**src/rtl/alu_issue_pkg.sv**
```systemverilog
// Shared definitions for the ALU issue controller: data width, opcodes,
// controller state encoding and instruction field extraction helpers.
package alu_issue_pkg;

  localparam int DATA_W = 8;

  localparam logic OP_ADD = 1'b0;
  localparam logic OP_SHL = 1'b1;

  // Helpers operate on a zero-extended instruction so they work for any
  // register-file depth up to 2**MAX_AW entries.
  localparam int MAX_AW      = 8;
  localparam int INSTR_MAX_W = 1 + 3 * MAX_AW;

  typedef enum logic [1:0] {
    IDLE = 2'd0,
    EXEC = 2'd1,
    WB   = 2'd2
  } state_t;

  // Extract an aw-bit register index starting at bit lsb.
  function automatic logic [MAX_AW-1:0] instr_field(
    input logic [INSTR_MAX_W-1:0] ins,
    input int                     lsb,
    input int                     aw
  );
    logic [MAX_AW-1:0] f;
    f = '0;
    for (int i = 0; i < MAX_AW; i++) begin
      if (i < aw) f[i] = ins[lsb + i];
    end
    return f;
  endfunction

  // Instruction layout, LSB first: op, rs2, rs1, rd.
  function automatic logic instr_op(input logic [INSTR_MAX_W-1:0] ins);
    return ins[0];
  endfunction

  function automatic logic [MAX_AW-1:0] instr_rs2(
    input logic [INSTR_MAX_W-1:0] ins,
    input int                     aw
  );
    return instr_field(ins, 1, aw);
  endfunction

  function automatic logic [MAX_AW-1:0] instr_rs1(
    input logic [INSTR_MAX_W-1:0] ins,
    input int                     aw
  );
    return instr_field(ins, 1 + aw, aw);
  endfunction

  function automatic logic [MAX_AW-1:0] instr_rd(
    input logic [INSTR_MAX_W-1:0] ins,
    input int                     aw
  );
    return instr_field(ins, 1 + 2 * aw, aw);
  endfunction

endpackage

```
**src/rtl/alu_issue_rf.sv**
```systemverilog
// Register file for the ALU issue controller: two asynchronous read ports
// and a single write port shared between writeback and direct loads.
// Writeback and load never request the same edge because the controller
// withholds load_ready while a writeback is pending; writeback still wins
// the mux so a stray overlap cannot corrupt an instruction result.
module alu_issue_rf
  import alu_issue_pkg::*;
#(
  parameter int DEPTH = 4,
  parameter int AW    = 2
) (
  input  logic              clk,
  input  logic              rst_n,
  input  logic [AW-1:0]     rd_addr_a,
  input  logic [AW-1:0]     rd_addr_b,
  output logic [DATA_W-1:0] rd_data_a,
  output logic [DATA_W-1:0] rd_data_b,
  input  logic              wb_en,
  input  logic [AW-1:0]     wb_addr,
  input  logic [DATA_W-1:0] wb_data,
  input  logic              ld_en,
  input  logic [AW-1:0]     ld_addr,
  input  logic [DATA_W-1:0] ld_data
);

  logic [DATA_W-1:0] regs [DEPTH];
  logic              wr_en;
  logic [AW-1:0]     wr_addr;
  logic [DATA_W-1:0] wr_data;

  // Select the write source: writeback over load.
  always_comb begin
    wr_en   = wb_en | ld_en;
    wr_addr = ld_addr;
    wr_data = ld_data;
    if (wb_en) begin
      wr_addr = wb_addr;
      wr_data = wb_data;
    end
  end

  // Storage with asynchronous clear.
  always_ff @(posedge clk or negedge rst_n) begin
    if (!rst_n) begin
      for (int i = 0; i < DEPTH; i++) regs[i] <= '0;
    end else if (wr_en) begin
      regs[wr_addr] <= wr_data;
    end
  end

  assign rd_data_a = regs[rd_addr_a];
  assign rd_data_b = regs[rd_addr_b];

endmodule

```
**src/rtl/alu_issue_ctrl.sv**
```systemverilog
// Single-issue controller for an external 8-bit adder/shifter.
// Each instruction walks IDLE -> EXEC -> WB: operands are read and
// registered on accept, the ALU result is captured in EXEC, and WB
// registers the writeback report. The register-file write is driven by
// that registered report, so it lands one edge after WB, alongside the
// next possible accept. Operand reads at that accept see pre-edge contents,
// so an instruction issued back-to-back does not see its predecessor's
// result; issue sequences must be scheduled accordingly.
// Optional feature: define ALU_ISSUE_ZFLAG_EN to add the zero_flag output.
module alu_issue_ctrl
  import alu_issue_pkg::*;
#(
  parameter int RF_DEPTH = 4,
  localparam int AW      = $clog2(RF_DEPTH)
) (
  input  logic              clk,
  input  logic              rst_n,
  input  logic              instr_valid,
  input  logic [3*AW:0]     instr,
  output logic              instr_ready,
  input  logic              load_valid,
  input  logic [AW-1:0]     load_addr,
  input  logic [DATA_W-1:0] load_data,
  output logic              load_ready,
  output logic [DATA_W-1:0] alu_a,
  output logic [DATA_W-1:0] alu_b,
  output logic              alu_op,
  input  logic [DATA_W-1:0] alu_result,
  output logic              wb_valid,
  output logic [AW-1:0]     wb_addr,
  output logic [DATA_W-1:0] wb_data
`ifdef ALU_ISSUE_ZFLAG_EN
  ,
  output logic              zero_flag
`endif
);

  state_t            state;
  logic [AW-1:0]     rd_p0;
  logic [DATA_W-1:0] result_p1;

  logic [INSTR_MAX_W-1:0] instr_ext;
  logic [AW-1:0]          rs1_idx;
  logic [AW-1:0]          rs2_idx;
  logic [AW-1:0]          rd_idx;
  logic                   op_bit;
  logic [DATA_W-1:0]      rs1_data;
  logic [DATA_W-1:0]      rs2_data;
  logic                   accept;
  logic                   ld_en;

  assign instr_ext = INSTR_MAX_W'(instr);
  assign rs1_idx   = AW'(instr_rs1(instr_ext, AW));
  assign rs2_idx   = AW'(instr_rs2(instr_ext, AW));
  assign rd_idx    = AW'(instr_rd(instr_ext, AW));
  assign op_bit    = instr_op(instr_ext);

  assign accept = instr_valid && instr_ready;
  assign ld_en  = load_valid && load_ready;

  alu_issue_rf #(
    .DEPTH (RF_DEPTH),
    .AW    (AW)
  ) u_rf (
    .clk       (clk),
    .rst_n     (rst_n),
    .rd_addr_a (rs1_idx),
    .rd_addr_b (rs2_idx),
    .rd_data_a (rs1_data),
    .rd_data_b (rs2_data),
    .wb_en     (wb_valid),
    .wb_addr   (wb_addr),
    .wb_data   (wb_data),
    .ld_en     (ld_en),
    .ld_addr   (load_addr),
    .ld_data   (load_data)
  );

  // Issue FSM with registered handshakes, operands and writeback report.
  always_ff @(posedge clk or negedge rst_n) begin
    if (!rst_n) begin
      state       <= IDLE;
      instr_ready <= 1'b0;
      load_ready  <= 1'b0;
      alu_a       <= '0;
      alu_b       <= '0;
      alu_op      <= OP_ADD;
      rd_p0       <= '0;
      result_p1   <= '0;
      wb_valid    <= 1'b0;
      wb_addr     <= '0;
      wb_data     <= '0;
    end else begin
      case (state)
        // Stage p0: register operands and destination on accept.
        IDLE: begin
          wb_valid    <= 1'b0;
          load_ready  <= 1'b1;
          instr_ready <= 1'b1;
          if (accept) begin
            alu_a       <= rs1_data;
            alu_b       <= rs2_data;
            alu_op      <= op_bit;
            rd_p0       <= rd_idx;
            instr_ready <= 1'b0;
            state       <= EXEC;
          end
        end
        // Stage p1: capture the external ALU result.
        EXEC: begin
          wb_valid   <= 1'b0;
          load_ready <= 1'b1;
          result_p1  <= alu_result;
          state      <= WB;
        end
        // Stage p2: publish the writeback; the rf write follows from it.
        WB: begin
          wb_valid    <= 1'b1;
          wb_addr     <= rd_p0;
          wb_data     <= result_p1;
          load_ready  <= 1'b0;
          instr_ready <= 1'b1;
          state       <= IDLE;
        end
        default: begin
          wb_valid    <= 1'b0;
          instr_ready <= 1'b0;
          load_ready  <= 1'b0;
          state       <= IDLE;
        end
      endcase
    end
  end

`ifdef ALU_ISSUE_ZFLAG_EN
  // Zero flag tracks the most recent writeback result.
  always_ff @(posedge clk or negedge rst_n) begin
    if (!rst_n) begin
      zero_flag <= 1'b0;
    end else if (state == WB) begin
      zero_flag <= (result_p1 == '0);
    end
  end
`endif

endmodule

```
**config.mk**
```make
export PLATFORM = sky130hd
export DESIGN_NAME = alu_issue_ctrl
export DESIGN_NICKNAME = d
export VERILOG_FILES = /design/src/rtl/alu_issue_pkg.sv /design/src/rtl/alu_issue_rf.sv /design/src/rtl/alu_issue_ctrl.sv
export SDC_FILE = /design/constraint.sdc
export NUM_CORES = 1
export LEC_CHECK = 0
export CAP_MARGIN = 40
export CORE_UTILIZATION = 44
export CTS_BUF_LIST = sky130_fd_sc_hd__clkbuf_8
export CTS_CLUSTER_SIZE = 40
export DETAILED_ROUTE_END_ITERATION = 7
export PLACE_DENSITY = 0.69
export SYNTH_ARGS = -nofsm -noshare
export SYNTH_HDL_FRONTEND = slang
export SYNTH_SLANG_ARGS = --single-unit
```
**constraint.sdc**
```tcl
create_clock -name clk -period 1.76 [get_ports clk]
set_input_delay 0.352 -clock clk [delete_from_list [all_inputs] [get_ports clk]]
set_output_delay 0.352 -clock clk [all_outputs]
set_load 0.01 [all_outputs]
```
# --- Yosys cells after proc, flatten, opt, wreduce, memory -nomap -nowiden ---
# Index checks and enable logic that the tools add are counted.
# Widths: inputs -> output; s select.
word_totals:
  ff_bits: 74
  input_bits: 29
  output_inout_bits: 30
  wordCells: 49
classes:
  order_cmp: 4
  n_eq_ne: 3
  muxes: 17
  n_bitwise: 4
  reduce_logical: 6
ops:
  columns: ["operator", "count"]
  rows:
  - ["$mux 8", 6]
  - ["$bmux 8 s2", 2]
  - ["$bwmux 32", 1]
  - ["$demux 8 s2", 1]
  - ["$ge 3x3->1 const B", 3]
  - ["$not 2->3", 3]
  - ["$mux 2", 2]
  - ["$pmux 2 s2", 1]
  - ["$logic_and 1x1->1", 3]
  - ["$lt 3x1->1 const B", 1]
  - ["$mux 1", 3]
  - ["$pmux 1 s3", 1]
  - ["$eq 2x1->1 const B", 1]
  - ["$eq 2x2->1 const B", 1]
  - ["$logic_not 2->1", 1]
  - ["$ne 2x2->1 const B", 1]
  - ["$reduce_and 2->1", 1]
  - ["$reduce_or 2->1", 1]
  - ["$or 1x1->1", 1]

# --- Longest topological paths before layout ---
# Gate-level depths: netlist (run 1).
logic_depth:
  word_depth: 7
  mapped_depth: 4
  depth_no_buf: 3

# --- Hierarchy ---
# A second synthesis (run 1) with hierarchy kept.
unflattened:
  hier_cells: 197
  area_unflattened_um2: 3340.7
modules_own_cells:
  columns: ["module", "instances", "cells_each", "area_each_um2", "seq_area_each_um2"]
  rows:
  - ["alu_issue_rf", 1, 106, 1790.5, 800.8]
  - ["alu_issue_ctrl", 1, 91, 1550.2, 1051.0]

# --- Worst setup path after synthesis (run 1) ---
# Ideal clock, no wire load.
synth_path:
  path_kind: "register to register"
  start: "register wb_valid"
  end: "register u_rf.regs[24] in the netlist's numbering"
  arrival_time_ps: 1418
  required_ps: 1635
  slack_ps: 217
  path_stages_with_launch: 4
  n_path_buf: 0
  period_less_slack_ps: 1543
  cell_sequence: "dfrtp_1 -> mux2_2 -> a21oi_4 -> mux2_2"
synth_via:
  elab_chain_cells: 7
synth_lines:
  columns: ["item", "line", "rtl"]
  rows:
  - ["start, declared", "alu_issue_ctrl.sv:29", "output logic wb_valid,"]
  - ["start signal, assigned", "alu_issue_ctrl.sv:90", "wb_valid <= 1'b0;"]
  - ["start signal, assigned", "alu_issue_ctrl.sv:97", "wb_valid <= 1'b0;"]
  - ["start signal, assigned", "alu_issue_ctrl.sv:111", "wb_valid <= 1'b0;"]
  - ["$mux 2", "alu_issue_rf.sv:36", "if (wb_en) begin"]
  - ["$not 2->3 (implied by the code)", "alu_issue_rf.sv:47", "regs[wr_addr] <= wr_data;"]
  - ["$ge 3x3->1 (implied by the code) / $lt 3x1->1 (equally long branches)", "alu_issue_rf.sv:47", null]
  - ["$logic_and 1x1->1 (implied by the code)", "alu_issue_rf.sv:47", null]
  - ["$mux 8 (implied by the code)", "alu_issue_rf.sv:47", null]
  - ["$demux 8 s2", "alu_issue_rf.sv:47", null]
  - ["$bwmux 32", "alu_issue_rf.sv:47", null]
  - ["end signal, assigned by index", "alu_issue_rf.sv:47", null]
  - ["end, declared", "alu_issue_rf.sv:26", "logic [DATA_W-1:0] regs [DEPTH];"]
# Several ways; a longest one is shown, not always the timed one.
# A chain may end at the register's enable or synchronous reset.

# --- Final worst setup path (run 1) ---
layout_path:
  start: "register wb_valid"
  end: "register u_rf.regs[18] in the netlist's numbering"
# The elaborated chain is that of the path after synthesis.

==> flow_metrics.env, run 1 <==
export IMPL_hold_ws_ns=0.441
export IMPL_grt_pass1_vias=2055
export IMPL_final_util=0.611
export IMPL_yosysSeqAreaShare=0.564
export IMPL_ctsRootBufferMaster="clkbuf_8"
export IMPL_multi_input_area_um2=1380
export IMPL_grtUsageMet3=0.0308
export IMPL_die_y_um=88.4
export IMPL_top_usage_layer="met2"
export IMPL_fin_cells=377
export IMPL_clock_latency_ns=0.35
export IMPL_grt_total_usage=0.191
export IMPL_cts_num_sinks=74
export IMPL_die_width_um=88.4
export IMPL_antenna_found_initial=0
export IMPL_final_hold_violation_count=0
export IMPL_clk_pin_slew_ns=0.07
export IMPL_netlist_area_um2=3280
export IMPL_clockBufferDepth=2
export IMPL_startpoint_type="flop"
export IMPL_critPathCaptureType="flop"
export IMPL_n_fill_cell=586
export IMPL_avgSynthCellArea_um2=17.1
export IMPL_peakVddDrop_mv=0.827
export IMPL_drt_initial_drc_count=41
export IMPL_hpwl_mm=4.63
export IMPL_synth_commonest_cells="76 x mux2_2, 74 x dfrtp_1, 16 x mux4_2"
export IMPL_viasPerCell=5.12
export IMPL_crit_arrival_ns=1.93
export IMPL_core_area_um2=7210
export IMPL_grt_pass1_wl_mm=10.8
export IMPL_timing_rr_start="wb_valid"
export IMPL_cp_max_fo=8
export IMPL_yosys_area_top_type="dfrtp_1"
export IMPL_drive_gt1_frac=0.486
export IMPL_finalPower_mw=7.66
export IMPL_synth_most_common_cell="mux2_2"
export IMPL_cts_tree="done"
export IMPL_regArea_um2=1850
export IMPL_core_rowCount=31
export IMPL_place_gp_congestion=0.736
export IMPL_grt_start_max_net_pins=26
export IMPL_insertedDiodeCount=0
export IMPL_syn_to_final_growth_pct=34.4
export IMPL_use_met2=0.303
export IMPL_port_buffers=58
export IMPL_skew_ns=0.0110
export IMPL_drt_pass1_iter_count=4
export IMPL_required_ns=1.99
export IMPL_synth_seq_cells=74
export IMPL_worstSetupStartpoint="wb_valid"
export IMPL_status="completed"
export IMPL_max_slew_margin_rel=0.685
export IMPL_min_path_type="flop to flop"
export IMPL_start_util=0.455
export IMPL_p_leak_nw=1.80
export IMPL_grt_setup_unrepaired="no"
export IMPL_hp_start="state[1]"
export IMPL_final_min_clock_period_ns=1.70
export IMPL_wl_mm=6.57
export IMPL_timing_final_crit_share=0.965
export IMPL_die_area_um2=7810
export IMPL_worst_slew_pin_slew_ns=0.472
export IMPL_synth_top_area_frac=0.564
export IMPL_grt_remaining_overflow=0
export IMPL_netlist_top_cells_area="dfrtp_1 56%, mux2_2 26%, mux4_2 11%"
export IMPL_async_reset_ff_frac=1.00
export IMPL_drc=0
export IMPL_max_freq_ghz=0.589
export IMPL_vias=1930
export IMPL_htreeDepth=3
export IMPL_wl_per_cell_um=17.4
export IMPL_antenna_left=0
export IMPL_dpl_cell_count=358
export IMPL_syn_num_nets=221
export IMPL_setup_viol=0
export IMPL_met1_usage=0.259
export IMPL_power_density_nw_per_um2=1740
export IMPL_final_max_slew_viol_count=0
export IMPL_syn_inst=192
export IMPL_yosysWarnings=0
export IMPL_cts_made_buffers=9
export IMPL_num_io_pins=59
export IMPL_drv_cap=0
export IMPL_synth_edff_count=0
export IMPL_final_nets=303
export IMPL_synth_flop_cell="dfrtp_1"
export IMPL_worstSetupPathType="flop to flop"
export IMPL_yosysUniqueCellTypes=17
==> kinds of logic (layout without fill, tap and decap cells) <==
| group | count (synthesis) | count (layout) | share of synthesized area |
|---|---|---|---|
| AO/OA/AOI/OAI | 5 | 5 | 0.0213 |
| buffers and inverters | 10 | 96 | 0.0156 |
| AND/OR/NAND/NOR | 8 | 8 | 0.0172 |
| flip-flops | 74 | 74 | 0.564 |
| multiplexers | 95 | 95 | 0.382 |
==> worst paths after layout <==
check | cells past startpoint | end | slack (ns)
worst max-delay path | 5 | u_rf.regs[18] | 0.06
worst min-delay path | 1 | load_ready | 0.44
worst max register to register | 5 | u_rf.regs[18] | 0.06
worst min register to register | 1 | load_ready | 0.44
max in group asynchronous | 3 | wb_addr[0] | 0.73
min in group asynchronous | 2 | alu_b[6] | 0.48
==> registers in the layout, indices dropped and copies added, names as in the netlist <==
signal / count
load_ready: 1
wb_addr: 2
state: 2
alu_b: 8
alu_op: 1
wb_data: 8
u_rf.regs: 32
wb_valid: 1
instr_ready: 1
result_p1: 8
rd_p0: 2
alu_a: 8
==> layout by cell type, fill, tap and decap left out <==
cell type / count
a21oi_1: 1
a21oi_4: 4
buf_12: 8
buf_2: 1
buf_4: 11
buf_6: 1
bufinv_16: 1
clkbuf_8: 12
clkdlybuf4s50_1: 56
clkinv_2: 1
dfrtp_1: 73
dfrtp_2: 1
dlygate4sd2_1: 1
dlygate4sd3_1: 1
inv_1: 3
mux2_1: 2
mux2_2: 76
mux2i_2: 1
mux4_2: 16
nand2_1: 2
nand2b_1: 2
nand4b_1: 1
nand4bb_2: 1
nor2_1: 1
nor3b_2: 1
==> layer usage <==
layer	vias to the layer above	part of all wire
met4	0	0.016
met3	10	0.027
met1	1005	0.46
li1	881	-
met5	-	0
met2	34	0.50
==> timing repair <==
action | 4_1_cts | 5_1_grt
hold buffers | 1 | 0
pin swaps | 1 | 1
setup buffers | 2 | 1
resized for setup | 3 | 1
endpoints found under the hold margin | 14 | 0
setup endpoints to repair | 1 | 18
==> critical path, stage by stage (launching register included) <==
cell	delay, ns
dfrtp_2	0.41
buf_4	0.16
nand4bb_2	0.31
a21oi_4	0.22
buf_12	0.15
mux2_2	0.33
==> cell type report <==
cell class                      count  share of cell area
Clock inverter                      3             0.00879
Inverter                            2             0.00170
Sequential cell                    74               0.420
Multi-Input combinational cell    108               0.314
Tap cell                           99              0.0281
Clock buffer                       12              0.0374
Timing Repair Buffer               79               0.190
==> power breakdown <==
part           total, mW  switching (mW)  internal, mW
logic               3.17            1.09          2.08
clock network       1.36           0.600         0.756
registers           3.13           0.551          2.58
total               7.66            2.24          5.42
==> through the flow <==
stage / setup slack [ns] / setup TNS (ns) / cell area [um^2]
after global placement: -0.226 / -7.32 / 4150
after CTS: 0.0233 / 0 / 4400
after detailed placement: -0.243 / -7.69 / 4150
final: 0.0621 / 0 / 4410
after floorplan: 0.217 / 0 / 3280
after global routing: 0.00960 / 0 / 4410
Note: power is estimated with default switching activity, not from simulation.
==> inputs of run 2 (changes only) <==
- PLACE_DENSITY: 0.69 -> 0.77
==> flow_metrics.env, run 2 (synthesized netlist as in run 1, its figures left out) <==
export IMPL_final_nets=295
export IMPL_viasPerCell=5.26
export IMPL_clk_pin_slew_ns=0.07
export IMPL_most_common_layout_cells="76 x mux2_2, 74 x dfrtp_1, 57 x clkdlybuf4s50_1, 16 x mux4_2, 14 x clkbuf_8"
export IMPL_worstSetupPathType="flop to primary output"
export IMPL_post_place_ws_ns=-0.202
export IMPL_cp_max_fo=6
export IMPL_ctsResizeCount=0
export IMPL_grt_total_usage=0.192
export IMPL_largest_reg_flops=32
export IMPL_p_sw_frac=0.296
export IMPL_required_ns=1.41
export IMPL_finalPower_mw=7.57
export IMPL_antenna_left=0
export IMPL_power_density_nw_per_um2=1740
export IMPL_timing_final_crit_share=0.964
export IMPL_grt_pass1_vias=2057
export IMPL_critPathTopFamily="buffers and inverters"
export IMPL_r2r_slack_ns=0.14
export IMPL_die_y_um=88.4
export IMPL_ctsHoldBuffers=0
export IMPL_num_io_pins=59
export IMPL_port_buffers=58
export IMPL_syn_to_final_growth_pct=32.5
export IMPL_critPathCaptureType="primary output"
export IMPL_min_path_type="input pin to async pin"
export IMPL_switchingPower_mw=2.24
export IMPL_worstRegToRegCells=3
export IMPL_core_area_um2=7210
export IMPL_core_rowCount=31
export IMPL_antenna_found_initial=0
export IMPL_drive_gt1_frac=0.469
export IMPL_slowest_delay_ns=0.57
export IMPL_grt_start_max_net_pins=75
export IMPL_cts_num_sinks=74
export IMPL_die_width_um=88.4
export IMPL_hpwl_mm=4.57
export IMPL_final_hold_violation_count=0
export IMPL_timing_rr_start="wb_valid"
export IMPL_clock_latency_ns=0.35
export IMPL_p_seq_frac=0.417
export IMPL_htreeDepth=3
export IMPL_max_slew_margin_rel=0.715
export IMPL_p_int_mw=5.33
export IMPL_vias=1945
export IMPL_cp_slowest_cell="clkdlybuf4s50_1"
export IMPL_drc=0
export IMPL_cts_made_buffers=9
export IMPL_setup_ws_ns=0.0635
export IMPL_grt_pass1_wl_mm=10.6
export IMPL_r2r_end="u_rf.regs[23]"
export IMPL_layout_commonest_cell="mux2_2"
export IMPL_dpl_cell_area_um2=4150
export IMPL_final_min_clock_period_ns=1.70
export IMPL_top_register="u_rf.regs"
export IMPL_drv_cap=0
export IMPL_wl_per_cell_um=17.6
export IMPL_place_gp_congestion=0.720
export IMPL_startpoint_type="flop"
export IMPL_clock_power_share=0.169
export IMPL_p_leak_nw=1.76
export IMPL_final_util=0.603
export IMPL_postCtsSetupBuffers=0
export IMPL_cts_tree="done"
export IMPL_cp_num_buf_inv=1
export IMPL_stdcell_area_um2=4350
export IMPL_worst_slew_pin_slew_ns=0.427
export IMPL_power_frac_comb=0.415
export IMPL_ctsRootBufferMaster="clkbuf_8"
export IMPL_critical_path_cell_chain="clkdlybuf4s50_1"
export IMPL_crit_arrival_ns=1.34
export IMPL_insertedDiodeCount=0
export IMPL_drt_pass1_iter_count=4
export IMPL_peakVddDrop_mv=0.672
export IMPL_wl_mm=6.52
export IMPL_n_fill_cell=570
export IMPL_die_area_um2=7810
export IMPL_start_util=0.455
export IMPL_grt_setup_unrepaired="no"
export IMPL_clockBufferDepth=2
export IMPL_status="completed"
export IMPL_max_freq_ghz=0.589
export IMPL_final_max_slew_viol_count=0
export IMPL_drt_initial_drc_count=71
export IMPL_skew_ns=0.00563
export IMPL_grt_remaining_overflow=0
export IMPL_setup_viol=0
[run 2: cell types whose count changed in the layout (fill, tap and decap cells not counted)]
cell             before  now
buf_12                8    9
clkbuf_8             12   14
nand4bb_2             1    0
bufinv_16             1    0
dlygate4sd3_1         1    0
buf_4                11    4
buf_6                 1    0
clkdlybuf4s50_1      56   57
nand4bb_1             0    1
dfrtp_2               1    0
dfrtp_1              73   74
dlygate4sd2_1         1    0
[run 2: layer usage]
| metal | global-route usage | part of all wire | vias to the layer above |
|---|---|---|---|
| met1 | 0.235 | 0.42 | 1023 |
| li1 | - | - | 866 |
| met3 | 0.0466 | 0.036 | 13 |
| met4 | 0.0968 | 0.022 | 0 |
| met5 | 0 | 0 | - |
| met2 | 0.320 | 0.52 | 43 |
[run 2: cell type report]
class	count	area, um^2	share of cell area
multi-input combinational	108	1380	0.317
tap	99	124	0.0285
clock inverter	2	8.76	0.00201
inverter	2	7.51	0.00173
clock buffer	14	193	0.0443
sequential	74	1850	0.426
timing repair buffer	71	786	0.181
[run 2: worst max path at each step]
| stage | end | start | cells past startpoint |
|---|---|---|---|
| final | wb_valid | wb_valid | 1 |
| after global routing | wb_valid | wb_valid | 1 |
| after CTS | wb_valid | wb_valid | 1 |
| after detailed placement | u_rf.regs[23] | load_addr[1] | 4 |
| after global placement | alu_b[7] | instr[1] | 4 |
| after floorplan | u_rf.regs[24] | wb_valid | 3 |
[run 2: power by group through the flow]
stage	clock [mW]	sequential [mW]	combinational (mW)
after floorplan	0	3.17	1.78
after global placement	0	3.15	3.09
after detailed placement	0	3.20	3.17
after CTS	1.30	3.17	3.18
after global routing	1.40	3.29	3.37
final	1.28	3.16	3.14
[run 2: through the flow]
stage                     hold slack (ns)  setup TNS [ns]  cells
final                              0.0199               0    370
after global routing               0.0585               0    370
after CTS                          0.0488               0    370
after detailed placement            0.416           -7.77    354
after global placement              0.413           -6.65    354
after floorplan                    0.0564               0    192
==> RTL change 1 (config.mk and constraints of run 2) <==
The option `ALU_ISSUE_ZFLAG_EN` is turned on by a define.
--- a/src/rtl/alu_issue_ctrl.sv
+++ b/src/rtl/alu_issue_ctrl.sv
@@ -7,6 +7,8 @@
 // so an instruction issued back-to-back does not see its predecessor's
 // result; issue sequences must be scheduled accordingly.
 // Optional feature: define ALU_ISSUE_ZFLAG_EN to add the zero_flag output.
+`define ALU_ISSUE_ZFLAG_EN
+
 module alu_issue_ctrl
   import alu_issue_pkg::*;
 #(
Formal check against the unedited RTL (old outputs only; new: zero_flag): equivalent (equiv_simple and equiv_induct, registers matched by name and starting in step).
==> RTL change 1 against run 2 <==
Non-clock buffer count up 5. Power up 3.4%. Critical path depth unchanged. Area after synthesis up 1.8%. Design area up 2.8%. Via count up 2.2%. Setup slack worse by 0.012 ns. Cell count up 2.7%. Sequential cell count up 1. Wire length up 3.5%. Sequential power up 3%.
==> RTL change 1: results (changes against run 2) <==
- Status: completed
- RR Endpoint: u_rf.regs[11]$_DFFE_PN0P_
- Worst vdd ir: 0.625 mV (-7.0%)
- Worst-path fanout max: 8 (+2)
- Met2 WL: 3440 um (+0.64%)
- Synth Area in Compound Gates: 0.0225 (+0.00113)
- HPWL Detailed: 4830 um (+5.6%)
- Post-synthesis sequential area ratio: 0.562 (-0.00223)
- Nets@finish: 305 (+3.4%)
- Area contributors post-synth: dfrtp_1, mux2_2, mux4_2, a21oi_4, mux2_1
- Fillers: 577 (+1.2%)
- Share of cells above drive strength 1: 0.466 (-0.00244)
- Drt via density: 5.23 (-0.48%)
- Most frequent cells after synthesis: dfrtp_1, mux2_2, mux4_2, buf_2, a21oi_4
- Final Skew: 0.00593 ns (+0.000296 ns)
- Met3 usage: 0.0406 (-0.00601)
- Placed cells: 363 (+2.5%)
- Tot GR Track Use: 0.188 (-0.00417)
- Worst hold path class: flop to flop
- Post-synthesis mux area share: 0.375 (-0.00658)
- Final wirelength: 6750 um (+3.5%)
- Syn Area/Cell: 16.9 um2 (-1.3%)
- Met2 Use GR: 0.312 (-0.00869)
- Met1 Usage GRT: 0.244 (+0.00910)
- Post-place setup slack: -0.195 ns (+0.00737 ns)
- Met3 wire len: 242 um (+3.4%)
- Post-Syn Nets: 227 (+2.7%)
- Fin cells: 380 (+2.7%)
[RTL change 1: where the power goes]
part,internal (mW),leakage (nW),switching (mW)
sequential,2.60,0.894,0.646
clock,0.792,0.101,0.620
combinational,2.09,0.796,1.08
total,5.49,1.79,2.35
[RTL change 1: cell type report]
cell class	instances	area, um2	share of cell area
inverter	2	7.51	0.00168
clock inverter	7	92.6	0.0207
tap	99	124	0.0277
multi-input combinational	112	1410	0.314
timing repair buffer	76	841	0.188
clock buffer	9	124	0.0277
sequential	75	1880	0.420
[RTL change 1: cell families (layout without fill, tap and decap cells)]
logic type	count (synthesis)	count (layout)
DFF	75	75
muxes	95	95
buffers and inverters	11	94
and+or+nand+nor	11	11
AOI/OAI and AO/OA	6	6
[RTL change 1: timing repair]
action,4_1_cts,5_1_grt
hold endpoints to repair,12,0
hold buffers,1,0
gates resized for setup,1,0
setup endpoints to repair,1,0
==> RTL change 2 (flow settings as in run 2) <==
Made on the original files. The 3 states of `state_t` get a one-hot encoding in 3 bits.
--- a/src/rtl/alu_issue_pkg.sv
+++ b/src/rtl/alu_issue_pkg.sv
@@ -12,10 +12,10 @@
   localparam int MAX_AW      = 8;
   localparam int INSTR_MAX_W = 1 + 3 * MAX_AW;
 
-  typedef enum logic [1:0] {
-    IDLE = 2'd0,
-    EXEC = 2'd1,
-    WB   = 2'd2
+  typedef enum logic [2:0] {
+    IDLE = 3'b001,
+    EXEC = 3'b010,
+    WB   = 3'b100
   } state_t;
 
   // Extract an aw-bit register index starting at bit lsb.
Formal check against the unedited RTL: no difference found for any inputs over 4 cycles, from zero or initial values and one cycle with rst_n low; so few cycles prove little.
==> RTL change 2 against run 2 <==
Utilization grew 1.7 points. Clock skew hardly changed. Non-clock buffer count increased by 6. Critical path depth is the same. Power fell by 6.3%. Design area increased by 3.9%. Sequential cell count is 1 higher. Area after synthesis rose by 2.0%. Wire length increased by 6.2%. Setup slack got worse by 0.0053 ns. Critical endpoint unchanged. Largest cell class unchanged.
==> RTL change 2: results (changes against run 2) <==
- DR pass1 iterations: 6 (+2)
- Clk buf depth: 2 (unchanged)
- GPL Wtd Cong: 0.751 (+4.2%)
- Pleak: 1.85 nW (+5.0%)
- Vias in the first global route: 2091 (+1.7%)
- Post-Syn Nets: 228 (+3.2%)
- Synth Flop Type: dfrtp_1
- Status: completed
- HPWL Detailed: 4830 um (+5.6%)
- Fin cells: 383 (+3.5%)
- Placed cell areas: 4270 um2 (+2.8%)
- Number of port buffers: 58 (unchanged)
- Initial DRC count: 76 (+7.0%)
- Worst vdd ir: 0.593 mV (-12%)
- Met3 wire len: 279 um (+19%)
- Clock latency on the worst-skew pair: 0.35 ns (about the same)
- # H-tree levels: 3 (unchanged)
- Most frequent cells after synthesis: mux2_2, dfrtp_1, mux4_2, buf_2, a21oi_4
- Switching power: 1.96 mW (-13%)
- Tot GR Track Use: 0.195 (+0.00252)
- Worst-path fanout max: 8 (+2)
- Area contributors post-synth: dfrtp_1, mux2_2, mux4_2, a21oi_4, dfstp_2
- Average wire per cell in the routed design: 18.1 um (+2.5%)
- Highest Signal Layer: met4
- Pin count of the biggest net entering global routing: 30 (-60%)
- Via count: 2036 (+4.7%)
- Slowest CP cell: clkdlybuf4s50_1
- Delay-heaviest family, CP: buffers and inverters
- Post-place setup slack: -0.170 ns (+0.0318 ns)
- Post-synthesis sequential area ratio: 0.561 (-0.00312)
- Share of cells above drive strength 1: 0.479 (+0.0102)
- Async SR Flop Fraction: 1.00 (unchanged)
- Fillers: 578 (+1.4%)
- Metal1 wirelength: 3100 um (+14%)
- CP peak stage delay: 0.56 ns
- Nets@finish: 308 (+4.4%)
- Worst hold path class: input port to async pin
- Critical Path AT: between 1 and 1.5 ns
- First-pass GRT wire length: 11000 um (+3.6%)
- CTS clk-pin slew, worst paths: 0.08 ns
- Syn Area/Cell: 16.8 um2 (-1.6%)
- Distinct cells, synth: 22 (+5)
- Worst slew pin tran: 0.406 ns (-0.0205 ns)
- Met2 WL: 3420 um (about the same)
- Placed cells: 366 (+3.4%)
- Final Skew: 0.00582 ns (+0.000182 ns)
[RTL change 2: path summary, 6_finish.rpt]
check	startpoint	slack, ns	end	depth (start not counted)
max	wb_valid$_DFF_PN0_	0.06	wb_valid	1
min	rst_n	0.46	u_rf.regs[23]$_DFFE_PN0P_	2
max reg2reg	state[0]$_DFFE_PN1P_	0.14	alu_b[4]$_DFFE_PN0P_	4
min reg2reg	result_p1[0]$_DFFE_PN0P_	0.51	result_p1[0]$_DFFE_PN0P_	1
max in group asynchronous	rst_n	0.73	wb_valid$_DFF_PN0_	3
min in group clk	result_p1[0]$_DFFE_PN0P_	0.51	result_p1[0]$_DFFE_PN0P_	1
[RTL change 2: area by class of cell]
class / instances / share of cell area
clock buffer: 9 / 0.0274
timing repair buffer: 77 / 0.188
inverter: 1 / 0.000831
tap: 99 / 0.0274
clock inverter: 7 / 0.0258
sequential: 75 / 0.416
multi-input combinational: 115 / 0.315
[RTL change 2: metrics by stage]
stage,util,setup TNS (ns)
floorplan,-,0
finish,0.619,0
detailed placement,0.585,-7.89
global placement,0.585,-7.06
CTS,0.619,0
global route,0.619,0
[RTL change 2: what timing repair did]
item / in CTS / in global routing
hold buffers: 1 / 0
endpoints found under the hold margin: 25 / 0
setup endpoints to repair: 1 / 0
gates resized for setup: 1 / 0
[RTL change 2: logic make-up (layout without fill, tap and decap cells)]
family                 Yosys count  after routing  share of synthesized area
muxes                           95             95                      0.374
DFF                             75             75                      0.561
and+or+nand+nor                 11             11                     0.0217
AOI/OAI and AO/OA                9              9                     0.0288
buffers and inverters            9             94                     0.0142
[RTL change 2: per-layer routing]
metal	GRT usage	vias to the layer above
met5	0	-
met1	0.267	1070
met4	0.0823	0
met3	0.0332	10
li1	-	909
met2	0.310	47
[RTL change 2: power by group through the flow]
| stage | clock network [mW] | logic [mW] | registers, mW |
|---|---|---|---|
| CTS | 1.61 | 2.46 | 3.09 |
| global placement | 0 | 2.40 | 3.06 |
| detailed placement | 0 | 2.45 | 3.11 |
| global route | 1.68 | 2.62 | 3.20 |
| floorplan | 0 | 1.37 | 3.06 |
| finish | 1.59 | 2.43 | 3.08 |
